[config.mk]
export PLATFORM = sky130hd
export DESIGN_NAME = rv_barrier_unit_flat
export DESIGN_NICKNAME = d
export VERILOG_FILES = /design/src/rtl/rv_barrier_unit_if.sv /design/src/rtl/rv_barrier_unit.sv /design/src/flat_wrapper.sv
export SDC_FILE = /design/constraint.sdc
export NUM_CORES = 1
export LEC_CHECK = 0
export ABC_AREA = 0
export CORE_MARGIN = 2
export CORE_UTILIZATION = 45
export DETAILED_ROUTE_END_ITERATION = 8
export PLACE_DENSITY = 0.63
export RECOVER_POWER = 100
export SLEW_MARGIN = 20
export SYNTH_ARGS = -nofsm -noshare
export SYNTH_HDL_FRONTEND = slang
export SYNTH_SLANG_ARGS = --single-unit
export TNS_END_PERCENT = 50
[constraint.sdc]
create_clock -name clk -period 5.4 [get_ports clk]
set_clock_uncertainty 0.05 [all_clocks]
set_input_delay 1.35 -clock clk [delete_from_list [all_inputs] [get_ports clk]]
set_output_delay 1.35 -clock clk [all_outputs]
set_load 0.02 [all_outputs]
[src/rtl/rv_barrier_unit_if.sv]
// rv_barrier_unit_if: warp-control commit bus into the barrier unit and its scheduler-facing results
// Ports (signals):
//   warp_ctl_valid, warp_ctl_wid, warp_ctl_barrier_valid, warp_ctl_barrier_id,
//   warp_ctl_barrier_size_m1   : commit from the execute unit (master drives)
//   stalled_warps, release_valid, release_id, release_mask, barrier_busy, err
//                              : barrier state results (slave drives)
interface rv_barrier_unit_if #(
  parameter int NUM_WARPS    = 4,
  parameter int NUM_BARRIERS = 4
);
  localparam int NW_BITS = NUM_WARPS > 1 ? $clog2(NUM_WARPS) : 1;
  localparam int NB_BITS = NUM_BARRIERS > 1 ? $clog2(NUM_BARRIERS) : 1;
  logic                    warp_ctl_valid;
  logic [NW_BITS-1:0]      warp_ctl_wid;
  logic                    warp_ctl_barrier_valid;
  logic [NB_BITS-1:0]      warp_ctl_barrier_id;
  logic [NW_BITS-1:0]      warp_ctl_barrier_size_m1;
  logic [NUM_WARPS-1:0]    stalled_warps;
  logic                    release_valid;
  logic [NB_BITS-1:0]      release_id;
  logic [NUM_WARPS-1:0]    release_mask;
  logic [NUM_BARRIERS-1:0] barrier_busy;
  logic                    err;
  modport master (
    output warp_ctl_valid, warp_ctl_wid, warp_ctl_barrier_valid, warp_ctl_barrier_id, warp_ctl_barrier_size_m1,
    input  stalled_warps, release_valid, release_id, release_mask, barrier_busy, err
  );
  modport slave (
    input  warp_ctl_valid, warp_ctl_wid, warp_ctl_barrier_valid, warp_ctl_barrier_id, warp_ctl_barrier_size_m1,
    output stalled_warps, release_valid, release_id, release_mask, barrier_busy, err
  );
endinterface

[src/rtl/rv_barrier_unit.sv]
// rv_barrier_unit: warp-barrier table tracking arrivals per barrier ID and releasing waiters together
// Ports:
//   clk    : core clock, all state on rising edge
//   reset  : synchronous active-low reset
//   bif    : rv_barrier_unit_if.slave (warp-control commit in; stall mask, release pulse, busy, err out)
// Optional feature: define RV_BARRIER_ERR_EN to enable the sticky protocol error flag.
module rv_barrier_unit #(
  parameter int NUM_WARPS    = 4,
  parameter int NUM_BARRIERS = 4
) (
  input  logic          clk,
  input  logic          reset,
  rv_barrier_unit_if.slave bif
);
  localparam int NW_BITS = NUM_WARPS > 1 ? $clog2(NUM_WARPS) : 1;
  localparam int NB_BITS = NUM_BARRIERS > 1 ? $clog2(NUM_BARRIERS) : 1;
  logic [NW_BITS-1:0]      count_q [NUM_BARRIERS];
  logic [NW_BITS-1:0]      count_d [NUM_BARRIERS];
  logic [NUM_WARPS-1:0]    wmask_q [NUM_BARRIERS];
  logic [NUM_WARPS-1:0]    wmask_d [NUM_BARRIERS];
  logic [NW_BITS-1:0]      size_q  [NUM_BARRIERS];
  logic [NW_BITS-1:0]      size_d  [NUM_BARRIERS];
  logic [NUM_WARPS-1:0]    stalled_q, stalled_d;
  logic                    rel_v_q, rel_v_d;
  logic [NB_BITS-1:0]      rel_id_q, rel_id_d;
  logic [NUM_WARPS-1:0]    rel_mask_q, rel_mask_d;
  logic [NUM_BARRIERS-1:0] busy_q, busy_d;
  logic                    arr;
  logic [NB_BITS-1:0]      b;
  logic [NW_BITS-1:0]      w;
  logic [NUM_WARPS-1:0]    wbit;
  logic [NW_BITS-1:0]      eff;
  assign arr  = bif.warp_ctl_valid & bif.warp_ctl_barrier_valid;
  assign b    = bif.warp_ctl_barrier_id;
  assign w    = bif.warp_ctl_wid;
  assign wbit = NUM_WARPS'(1) << w;
  assign eff  = count_q[b] == '0 ? bif.warp_ctl_barrier_size_m1 : size_q[b];
  // A warp already stalled is either a duplicate on this barrier or waiting on
  // another one; both are protocol violations and leave the table untouched.
  always_comb begin
    count_d    = count_q;
    wmask_d    = wmask_q;
    size_d     = size_q;
    stalled_d  = stalled_q;
    rel_v_d    = 1'b0;
    rel_id_d   = rel_id_q;
    rel_mask_d = rel_mask_q;
    if (arr && !stalled_q[w]) begin
      if (count_q[b] == eff) begin
        count_d[b] = '0;
        wmask_d[b] = '0;
        rel_v_d    = 1'b1;
        rel_id_d   = b;
        rel_mask_d = wmask_q[b] | wbit;
        stalled_d  = stalled_q & ~(wmask_q[b] | wbit);
      end else begin
        count_d[b] = NW_BITS'(count_q[b] + 1'b1);
        wmask_d[b] = wmask_q[b] | wbit;
        stalled_d  = stalled_q | wbit;
        size_d[b]  = count_q[b] == '0 ? bif.warp_ctl_barrier_size_m1 : size_q[b];
      end
    end
    for (int i = 0; i < NUM_BARRIERS; i++) busy_d[i] = count_d[i] != '0;
  end
  always_ff @(posedge clk) begin
    if (!reset) begin
      for (int i = 0; i < NUM_BARRIERS; i++) begin
        count_q[i] <= '0;
        wmask_q[i] <= '0;
        size_q[i]  <= '0;
      end
      stalled_q  <= '0;
      rel_v_q    <= 1'b0;
      rel_id_q   <= '0;
      rel_mask_q <= '0;
      busy_q     <= '0;
    end else begin
      count_q    <= count_d;
      wmask_q    <= wmask_d;
      size_q     <= size_d;
      stalled_q  <= stalled_d;
      rel_v_q    <= rel_v_d;
      rel_id_q   <= rel_id_d;
      rel_mask_q <= rel_mask_d;
      busy_q     <= busy_d;
    end
  end
  assign bif.stalled_warps = stalled_q;
  assign bif.release_valid = rel_v_q;
  assign bif.release_id    = rel_id_q;
  assign bif.release_mask  = rel_mask_q;
  assign bif.barrier_busy  = busy_q;
`ifdef RV_BARRIER_ERR_EN
  logic err_q;
  always_ff @(posedge clk) begin
    if (!reset) err_q <= 1'b0;
    else if (arr && (stalled_q[w] || (count_q[b] != '0 && bif.warp_ctl_barrier_size_m1 != size_q[b]))) err_q <= 1'b1;
  end
  assign bif.err = err_q;
`else
  assign bif.err = 1'b0;
`endif
endmodule
[src/flat_wrapper.sv]
// flat-port wrapper written by rule: the top's interface ports become plain ports
module rv_barrier_unit_flat 
#(
  parameter int NUM_WARPS    = 4,
  parameter int NUM_BARRIERS = 4
)
  (clk, reset, bif_warp_ctl_valid, bif_warp_ctl_wid, bif_warp_ctl_barrier_valid, bif_warp_ctl_barrier_id, bif_warp_ctl_barrier_size_m1, bif_stalled_warps, bif_release_valid, bif_release_id, bif_release_mask, bif_barrier_busy, bif_err);
  rv_barrier_unit_if #(.NUM_WARPS(NUM_WARPS), .NUM_BARRIERS(NUM_BARRIERS)) bif_i ();
  input  logic clk;
  input  logic reset;
  input wire logic [$bits(bif_i.warp_ctl_valid)-1:0] bif_warp_ctl_valid;
  input wire logic [$bits(bif_i.warp_ctl_wid)-1:0] bif_warp_ctl_wid;
  input wire logic [$bits(bif_i.warp_ctl_barrier_valid)-1:0] bif_warp_ctl_barrier_valid;
  input wire logic [$bits(bif_i.warp_ctl_barrier_id)-1:0] bif_warp_ctl_barrier_id;
  input wire logic [$bits(bif_i.warp_ctl_barrier_size_m1)-1:0] bif_warp_ctl_barrier_size_m1;
  output wire logic [$bits(bif_i.stalled_warps)-1:0] bif_stalled_warps;
  output wire logic [$bits(bif_i.release_valid)-1:0] bif_release_valid;
  output wire logic [$bits(bif_i.release_id)-1:0] bif_release_id;
  output wire logic [$bits(bif_i.release_mask)-1:0] bif_release_mask;
  output wire logic [$bits(bif_i.barrier_busy)-1:0] bif_barrier_busy;
  output wire logic [$bits(bif_i.err)-1:0] bif_err;
  assign bif_i.warp_ctl_valid = bif_warp_ctl_valid;
  assign bif_i.warp_ctl_wid = bif_warp_ctl_wid;
  assign bif_i.warp_ctl_barrier_valid = bif_warp_ctl_barrier_valid;
  assign bif_i.warp_ctl_barrier_id = bif_warp_ctl_barrier_id;
  assign bif_i.warp_ctl_barrier_size_m1 = bif_warp_ctl_barrier_size_m1;
  assign bif_stalled_warps = bif_i.stalled_warps;
  assign bif_release_valid = bif_i.release_valid;
  assign bif_release_id = bif_i.release_id;
  assign bif_release_mask = bif_i.release_mask;
  assign bif_barrier_busy = bif_i.barrier_busy;
  assign bif_err = bif_i.err;
  rv_barrier_unit #(.NUM_WARPS(NUM_WARPS), .NUM_BARRIERS(NUM_BARRIERS)) u_core (.clk(clk), .reset(reset), .bif(bif_i));
endmodule
After elaboration in Yosys (flattened, before gate mapping) --
Index checks and enable logic that the tools add are counted.
Cells by class: bitwise operators 11, reductions and logical operators 11, add/subtract/negate cells 1, equal/unequal tests 1, multiplexer cells 24, shift-type cells 1, order comparisons 3
Operator list (number):
- $and 16x16->16 | 1
- $bwmux 16 | 1
- $bwmux 8 | 2
- $mux 16 | 1
- $mux 4 | 4
- $mux 8 | 2
- $not 16->16 | 1
- $mux 2 | 6
- $and 8x8->8 | 1
- $bmux 2 s2 | 2
- $bmux 4 s2 | 1
- $demux 4 s2 | 1
- $not 8->8 | 1
- $or 4x4->4 | 2
- $reduce_bool 2->1 | 4
- $reduce_and 2->1 | 3
- $and 4x4->4 | 1
- $demux 2 s2 | 1
- $not 4->4 | 1
- $shl 1x2->4 const A | 1
- $ge 3x3->1 const B | 1
- $lt 2x3->1 const B | 1
- $lt 3x1->1 const B | 1
- $not 2->3 | 1
- 9 further kinds | 11
Word-level totals: logic and storage cells 69, bits in registers 47

Logic depth before layout (Yosys ltp) --
Gate-level depths: netlist of run 1.
word-level depth 10, depth in mapped cells 11, depth with buffers taken out 9

Least setup slack after synthesis of run 1 --
Ideal clock, no wire load.
path kind input -> register, start in bif_warp_ctl_barrier_id[0], end reg u_core.stalled_q[0] (netlist: u_core.bif.stalled_warps[0]), stages on the path 11, arrival 3588 ps, setup time 119 ps, data required time 5231 ps, setup slack 1643 ps, path through buf_6 -> mux4_2 -> inv_1 -> ha_1 -> nand2b_1 -> o22ai_1 -> o21ai_0 -> nand4_4 -> or2_1 -> buf_6 -> o221a_1
On the way: cells in the longest elaborated chain, start to end 8, elaborated cells between the ends (all ways) 17, classes of those cells eq/ne: 1; mux: 11; bitwise: 4; reduce/logical: 1
Ends and longest elaborated chain:
- start, declared | RTL line flat_wrapper.sv:14 | input wire logic [$bits(bif_i.warp_ctl_barrier_id)-1:0] bif_warp_ctl_barrier_id;
- $not 2->3 (not written as such) (*) | RTL line rv_barrier_unit.sv:37, rv_barrier_unit.sv:49, rv_barrier_unit.sv:55
- $bmux 2 s2 / $bmux 4 s2 (equally long branches) | RTL line rv_barrier_unit.sv:37, rv_barrier_unit.sv:49, rv_barrier_unit.sv:55
- $mux 2 (not written as such) / $mux 4 (equally long branches) (2 in series) | RTL line rv_barrier_unit.sv:37, rv_barrier_unit.sv:49, rv_barrier_unit.sv:55
- $logic_not 2->1 / $or 4x4->4 (equally long branches) | RTL line rv_barrier_unit.sv:37, rv_barrier_unit.sv:55
- $mux 2 / $not 4->4 (equally long branches) | RTL line rv_barrier_unit.sv:37, rv_barrier_unit.sv:55
- $eq 2x2->1 / $and 4x4->4 (equally long branches) | RTL line rv_barrier_unit.sv:49, rv_barrier_unit.sv:55
- $mux 4 (*) | RTL line rv_barrier_unit.sv:49 | if (count_q[b] == eff) begin
- end signal, assigned | RTL line rv_barrier_unit.sv:81 | stalled_q <= stalled_d;
- end, declared | RTL line rv_barrier_unit.sv:23 | logic [NUM_WARPS-1:0] stalled_q, stalled_d;
Mark *: on every way between the ends. The rest lies on a longest branch, timed or not. The select of a mux whose other input is x is not followed. A chain may end at the register's enable or synchronous reset.

Worst setup path in the final report of run 1 --
start in bif_warp_ctl_barrier_id[0], end reg u_core.busy_q[1] (netlist: u_core.bif.barrier_busy[1])
On the way: cells in the longest elaborated chain, start to end 10, elaborated cells between the ends (all ways) 22, classes of those cells add/sub: 1; order compare: 2; eq/ne: 1; mux: 12; bitwise: 3; reduce/logical: 3
Ends and longest elaborated chain:
- $not 2->3 (not written as such) (*)
- $ge 3x3->1 (not written as such), or another cell as far along | RTL line rv_barrier_unit.sv:50, rv_barrier_unit.sv:57
- $logic_and 1x1->1 (not written as such) / $mux 2 (equally long branches)
- $mux 2 (on tied branches)
- $demux 2 s2 / $logic_not 2->1 (equally long branches) | RTL line rv_barrier_unit.sv:50, rv_barrier_unit.sv:57, rv_barrier_unit.sv:37
- $not 8->8 (no source line) / $mux 2 (equally long branches)
- $and 8x8->8 (no source line) / $eq 2x2->1 (equally long branches)
- $mux 8 (*) | RTL line rv_barrier_unit.sv:49
- $mux 8 (*) | RTL line rv_barrier_unit.sv:48 | if (arr && !stalled_q[w]) begin
- $reduce_bool 2->1 (*) | RTL line rv_barrier_unit.sv:63 | for (int i = 0; i < NUM_BARRIERS; i++) busy_d[i] = count_d[i] != '0;
- end signal, assigned | RTL line rv_barrier_unit.sv:85 | busy_q <= busy_d;
- end, declared | RTL line rv_barrier_unit.sv:27 | logic [NUM_BARRIERS-1:0] busy_q, busy_d;
Marks and branches as above.

==> results.sh, run 1 <==
export IMPL_outcome="complete, no violations"
export IMPL_placed_cell_area_um2=2532
export IMPL_die_width_um=75.68
export IMPL_clockBufferDepth=2
export IMPL_cp_arrival_ns=4.82
export IMPL_relSlewSlack=0.4652
export IMPL_ir_drop_uv=142.0
export IMPL_clock_tree_root_cell="clkbuf_8"
export IMPL_gr_total_overflow=0
export IMPL_yosysUniqueCellTypes=41
export IMPL_antenna_found_initial=0
export IMPL_ys_warn_count=0
export IMPL_cp_max_fo=25
export IMPL_syn_area_um2=2312
export IMPL_tightest_slew_ns=0.7973
export IMPL_netlist_top_cells_area="dfxtp_1, mux4_2, nor2_1"
export IMPL_nFillCells=478
export IMPL_htree_levels=2
export IMPL_holdBufCountCts=0
export IMPL_cap_violations=0
export IMPL_drive_above_1_share=0.1212
export IMPL_numCtsBuffers=5
export IMPL_finish_utilization=0.5186
export IMPL_crit_type="in -> reg"
export IMPL_port_buffers=24
export IMPL_syn2layout_area_growth_pct=13.10
export IMPL_yosysTopAreaCellShare=0.4069
export IMPL_grt_pass1_vias=1558
export IMPL_post_route_drc_count=0
export IMPL_setup_viol=0
export IMPL_postSynth_asyncResetShare=0
export IMPL_postCtsSetupRepairBufs=0
export IMPL_track_usage=0.1791
export IMPL_clock_sinks=47
export IMPL_grt_max_degree=31
export IMPL_synth_edff_count=0
export IMPL_layout_common_cells="dfxtp_1, nor2_1, nand2_1, a22oi_1, dlygate4sd3_1"
export IMPL_dp_final_hpwl_mm=3.324
export IMPL_syn_nets=258
export IMPL_cts_tree="built"
export IMPL_routabilityCongestion=0.8270
export IMPL_cp_end_kind="flop"
export IMPL_dieArea_um2=5727
export IMPL_ctsResizeCount=0
export IMPL_drt_iter0_markers=140
export IMPL_min_path_type="reg -> reg"
export IMPL_rsz0062_at_grt="false"
export IMPL_syn_mean_instance_area_um2=9.361
export IMPL_yosys_most_used_dff="dfxtp_1"
export IMPL_finalHoldViolations=0
export IMPL_period_minus_slack_ns=4.664
export IMPL_die_y_um=75.68
export IMPL_fin_hold_ws_ns=0.4050
export IMPL_rows=26
export IMPL_ant_nets=0
export IMPL_yosysSeqAreaShare=0.4069
export IMPL_first_pass_iters=4
export IMPL_p_leak_nw=1.042
export IMPL_synth_seq_cells=47
export IMPL_power_density_nw_per_um2=269.5
export IMPL_post_drt_via_cell_ratio=5.311
export IMPL_post_route_period_util=0.8638
export IMPL_wl_mm=4.865
export IMPL_finalNetCount=274
export IMPL_wl_per_cell_um=14.57
export IMPL_reg2reg_setup_slack_ns=2.10
export IMPL_clkTransAtPathRegs_ns=0.09
export IMPL_fin_total_pwr_uw=704.8
export IMPL_cp_data_required_time_ns=5.56
export IMPL_clk_latency_ns=0.29
export IMPL_finalSetupTns_ns=0
export IMPL_diodes=0
export IMPL_dr_total_vias=1774
export IMPL_slew_violations=0
export IMPL_fmax_mhz=214.4
export IMPL_fin_area_um2=2615
export IMPL_synth_top_cell_by_area="dfxtp_1"
export IMPL_core_area_um2=5042
export IMPL_synth_cells=247
export IMPL_cp_start_kind="primary input"
export IMPL_final_common_cell="dfxtp_1"
export IMPL_start_util=0.4586
export IMPL_io_pins=26
export IMPL_grt_pass1_wl_mm=7.721
per-layer routing:
layer  global-route usage  up-vias  share of wire
met5                    0        -              0
met4              0.04094        0         0.0049
met3              0.04365        2          0.040
met2               0.2589       41           0.45
met1               0.2695      829           0.50
li1                     -      902              -
worst max-delay path, stage by stage:
cell,delay (ns)
dlygate4sd3_1,0.62
mux4_2,0.59
inv_1,0.11
ha_1,0.18
nand2b_1,0.14
o22ai_1,0.10
or3_2,0.41
nand4_1,0.50
buf_4,0.39
o211ai_1,0.21
o21ai_0,0.22
worst paths after layout:
kind | from | to | cells past startpoint
hold reg to reg | u_core.bif.release_mask[1]$_SDFFE_PN0P_ | u_core.bif.release_mask[1]$_SDFFE_PN0P_ | 2
setup / recovery | bif_warp_ctl_barrier_id[0] | u_core.bif.barrier_busy[1]$_SDFF_PN0_ | 11
setup reg to reg | u_core.count_q[0]$_SDFF_PN0_ | u_core.bif.barrier_busy[1]$_SDFF_PN0_ | 10
hold / removal | u_core.bif.release_mask[1]$_SDFFE_PN0P_ | u_core.bif.release_mask[1]$_SDFFE_PN0P_ | 2
cells in the mapped netlist (2+ instances only):
cell,n
mux2_2,5
or3_1,3
mux4_2,7
a22oi_1,19
nand2b_1,4
nand3b_1,2
nor2_1,42
o221a_1,3
a21oi_1,10
o22ai_1,2
buf_6,5
o211ai_1,3
nor2b_1,2
nand2_4,4
clkbuf_1,9
buf_4,3
nand3_1,6
dfxtp_1,47
o21ai_0,2
or3_4,2
mux2i_1,14
nor3_1,4
o21ai_1,5
nand2_1,22
inv_1,6
kinds of logic (layout without fill, tap and decap cells):
family                   Yosys count  in the layout  share of synthesized area
other                              1              1                   0.001622
adder cells (fa/ha/maj)            1              1                   0.005410
AO/OA/AOI/OAI                     48             48                     0.1494
buffers and inverters             26             43                    0.07088
flip-flops                        47             47                     0.4069
AND/OR/NAND/NOR                   98             98                     0.2127
multiplexers                      26             26                     0.1531
registers in the layout, summed over array words and instances (netlist names):
register,flops
u_core.bif.barrier_busy,4
u_core.bif.release_id,2
u_core.bif.release_mask,4
u_core.bif.release_valid,1
u_core.bif.stalled_warps,4
u_core.count_q,8
u_core.size_q,8
u_core.wmask_q,16
cell type report:
| cell class | count | area [µm²] | share of cell area |
|---|---|---|---|
| clock buffers | 6 | 82.58 | 0.03158 |
| repair buffers | 28 | 270.3 | 0.1033 |
| flip-flops and latches | 47 | 940.9 | 0.3598 |
| well taps | 70 | 87.58 | 0.03349 |
| inverters | 7 | 26.28 | 0.01005 |
| multi-input cells | 174 | 1172 | 0.4483 |
| clock inverters | 2 | 35.03 | 0.01340 |
power by group:
part	internal (mW)	switching, mW	total (mW)
clock	0.150	0.116	0.266
sequential	0.353	0.00375	0.357
combinational	0.0314	0.0509	0.0823
through the flow:
stage / setup WS (ns) / cells
floorplan: 1.643 / 247
global placement: 1.016 / 326
detailed placement: 0.9180 / 326
CTS: 1.242 / 334
global route: 0.5303 / 334
finish: 0.7357 / 334
No activity file was read; power rests on OpenSTA's default activity.
==> run 2: changes to the inputs <==
--- a/config.mk
+++ b/config.mk
@@ -6,10 +6,12 @@
 export NUM_CORES = 1
 export LEC_CHECK = 0
 export ABC_AREA = 0
+export CELL_PAD_IN_SITES_DETAIL_PLACEMENT = 0
+export CELL_PAD_IN_SITES_GLOBAL_PLACEMENT = 2
 export CORE_MARGIN = 2
-export CORE_UTILIZATION = 45
+export CORE_UTILIZATION = 37
 export DETAILED_ROUTE_END_ITERATION = 8
-export PLACE_DENSITY = 0.63
+export PLACE_DENSITY = 0.8
 export RECOVER_POWER = 100
 export SLEW_MARGIN = 20
 export SYNTH_ARGS = -nofsm -noshare
==> constraint.sdc (replaced) <==
create_clock -name clk -period 5.4 [get_ports clk]
set_clock_uncertainty 0.05 [all_clocks]
set_input_delay 1.35 -clock clk [delete_from_list [all_inputs] [get_ports clk]]
set_output_delay 1.35 -clock clk [all_outputs]
set_load 0.1 [all_outputs]
==> results.sh, run 2 (synthesis gave the netlist of run 1 again) <==
export IMPL_outcome="complete, no violations"
export IMPL_io_pins=26
export IMPL_wl_met1_mm=2.725
export IMPL_postCtsSetupRepairBufs=0
export IMPL_cp_arrival_ns=4.78
export IMPL_ctsResizeCount=0
export IMPL_post_route_drc_count=0
export IMPL_clockBufferDepth=2
export IMPL_setup_viol=0
export IMPL_cp_end_kind="flop"
export IMPL_period_minus_slack_ns=4.619
export IMPL_drt_iter0_markers=73
export IMPL_dieArea_um2=6897
export IMPL_cts_tree="built"
export IMPL_post_drt_via_cell_ratio=5.210
export IMPL_crit_path_cell_trace="dlygate4sd3_1 > mux4_2 > inv_1 > ha_1 > nand2b_1 > o22ai_1 > or3_2 > nand4_4 > clkbuf_1 > nand3_1 > a21oi_1"
export IMPL_reg2reg_setup_slack_ns=2.23
export IMPL_ir_drop_uv=89.56
export IMPL_clock_tree_root_cell="clkbuf_8"
export IMPL_routabilityCongestion=0.7698
export IMPL_dp_final_hpwl_mm=3.646
export IMPL_relSlewSlack=0.3441
export IMPL_crit_path_top_delay_cell="dlygate4sd3_1"
export IMPL_finalNetCount=274
export IMPL_cp_data_required_time_ns=5.56
export IMPL_cp_buffers_inverters=3
export IMPL_clkTransAtPathRegs_ns=0.08
export IMPL_grt_pass1_wl_mm=8.528
export IMPL_fin_hold_ws_ns=0.4078
export IMPL_wl_met2_mm=2.178
export IMPL_holdBufCountCts=0
export IMPL_layout_common_cells="dfxtp_1, nor2_1, nand2_1, a22oi_1, dlygate4sd3_1"
export IMPL_p_leak_nw=1.010
export IMPL_wl_mm=5.174
export IMPL_dr_max_layer_used="met4"
export IMPL_holdPathStages=2
export IMPL_wl_met3_um=204
export IMPL_finalSetupTns_ns=0
export IMPL_finalHoldViolations=0
export IMPL_rsz0062_at_grt="false"
export IMPL_diodes=0
export IMPL_slew_violations=0
export IMPL_clk_latency_ns=0.30
export IMPL_worstSetupEndpoint="u_core.count_q[1]$_SDFF_PN0_"
export IMPL_reg2reg_depth=10
export IMPL_gr_total_overflow=0
export IMPL_fmax_mhz=216.5
export IMPL_wl_per_cell_um=15.31
export IMPL_regToRegStartpoint="u_core.count_q[0]$_SDFF_PN0_"
export IMPL_port_buffers=24
export IMPL_grt_max_degree=31
export IMPL_cp_max_fo=17
export IMPL_cpPeakStageDelay_ns=0.68
export IMPL_die_width_um=83.05
export IMPL_start_util=0.3860
export IMPL_cp_start_kind="primary input"
export IMPL_largestRegisters="u_core.wmask_q x16, u_core.count_q x8, u_core.size_q x8"
export IMPL_cp_depth=11
export IMPL_numCtsBuffers=5
export IMPL_grt_pass1_vias=1620
export IMPL_cap_violations=0
export IMPL_min_path_type="reg -> reg"
export IMPL_syn2layout_area_growth_pct=11.90
export IMPL_dr_total_vias=1761
export IMPL_die_y_um=83.05
export IMPL_drive_above_1_share=0.09886
export IMPL_first_pass_iters=4
export IMPL_crit_type="in -> reg"
export IMPL_reg2reg_to="u_core.count_q[1]$_SDFF_PN0_"
export IMPL_tightest_slew_ns=0.9806
export IMPL_crit_start="bif_warp_ctl_barrier_id[0]"
export IMPL_largest_register="u_core.wmask_q"
export IMPL_power_density_nw_per_um2=274.8
export IMPL_final_common_cell="dfxtp_1"
export IMPL_finish_utilization=0.4319
export IMPL_largest_reg_flops=16
export IMPL_rows=28
export IMPL_core_area_um2=5991
export IMPL_crit_family="buffers and inverters"
export IMPL_htree_levels=2
export IMPL_antenna_found_initial=0
export IMPL_clock_sinks=47
export IMPL_track_usage=0.1529
export IMPL_fin_total_pwr_uw=711.0
export IMPL_ant_nets=0
export IMPL_post_route_period_util=0.8554
[run 2: metrics by stage]
stage / cell area, µm² / cells / setup WS (ns)
6_report: 2587 / 338 / 0.7808
5_1_grt: 2587 / 338 / 0.5258
4_1_cts: 2641 / 338 / 1.016
3_5_place_dp: 2539 / 331 / 0.6916
3_3_place_gp: 2539 / 331 / 0.7606
2_1_floorplan: 2312 / 247 / 1.641
[run 2: layout make-up]
type	count	area (µm²)
Clock inverter	1	30.03
Clock buffer	6	72.57
Sequential cell	47	940.9
Fill cell	628	3403
Inverter	7	26.28
Tap cell	75	93.84
Timing Repair Buffer	28	266.5
Multi-Input combinational cell	174	1157
[run 2: power by group]
part | switching, mW | internal, mW | total [mW]
sequential | 0.00372 | 0.353 | 0.357
clock | 0.116 | 0.136 | 0.252
combinational | 0.0718 | 0.0308 | 0.103
[run 2: routing by layer]
metal  vias to the layer above  GRT usage
met3                         5    0.03380
met2                        42     0.2199
li1                        898          -
met5                         -          0
met1                       816     0.2276
met4                         0    0.04471
[run 2: how the worst min path moves through the flow]
| stage | startpoint | to |
|---|---|---|
| after floorplan | u_core.size_q[0]$_SDFFE_PN0P_ | u_core.size_q[0]$_SDFFE_PN0P_ |
| after global placement | u_core.size_q[0]$_SDFFE_PN0P_ | u_core.size_q[0]$_SDFFE_PN0P_ |
| after detailed placement | u_core.bif.release_mask[2]$_SDFFE_PN0P_ | u_core.bif.release_mask[2]$_SDFFE_PN0P_ |
| after CTS | u_core.bif.release_mask[1]$_SDFFE_PN0P_ | u_core.bif.release_mask[1]$_SDFFE_PN0P_ |
| after global routing | u_core.bif.release_id[0]$_SDFFE_PN0P_ | u_core.bif.release_id[0]$_SDFFE_PN0P_ |
| final | u_core.bif.release_mask[2]$_SDFFE_PN0P_ | u_core.bif.release_mask[2]$_SDFFE_PN0P_ |
[run 2: worst register-to-register path: cells and delay by family, from the launching register on]
family          cells  cell delay, ns
simple gates        4            0.99
buf+inv             2            0.71
mux                 1            0.54
flops               1            0.34
compound gates      2            0.25
fa+ha+maj           1            0.19
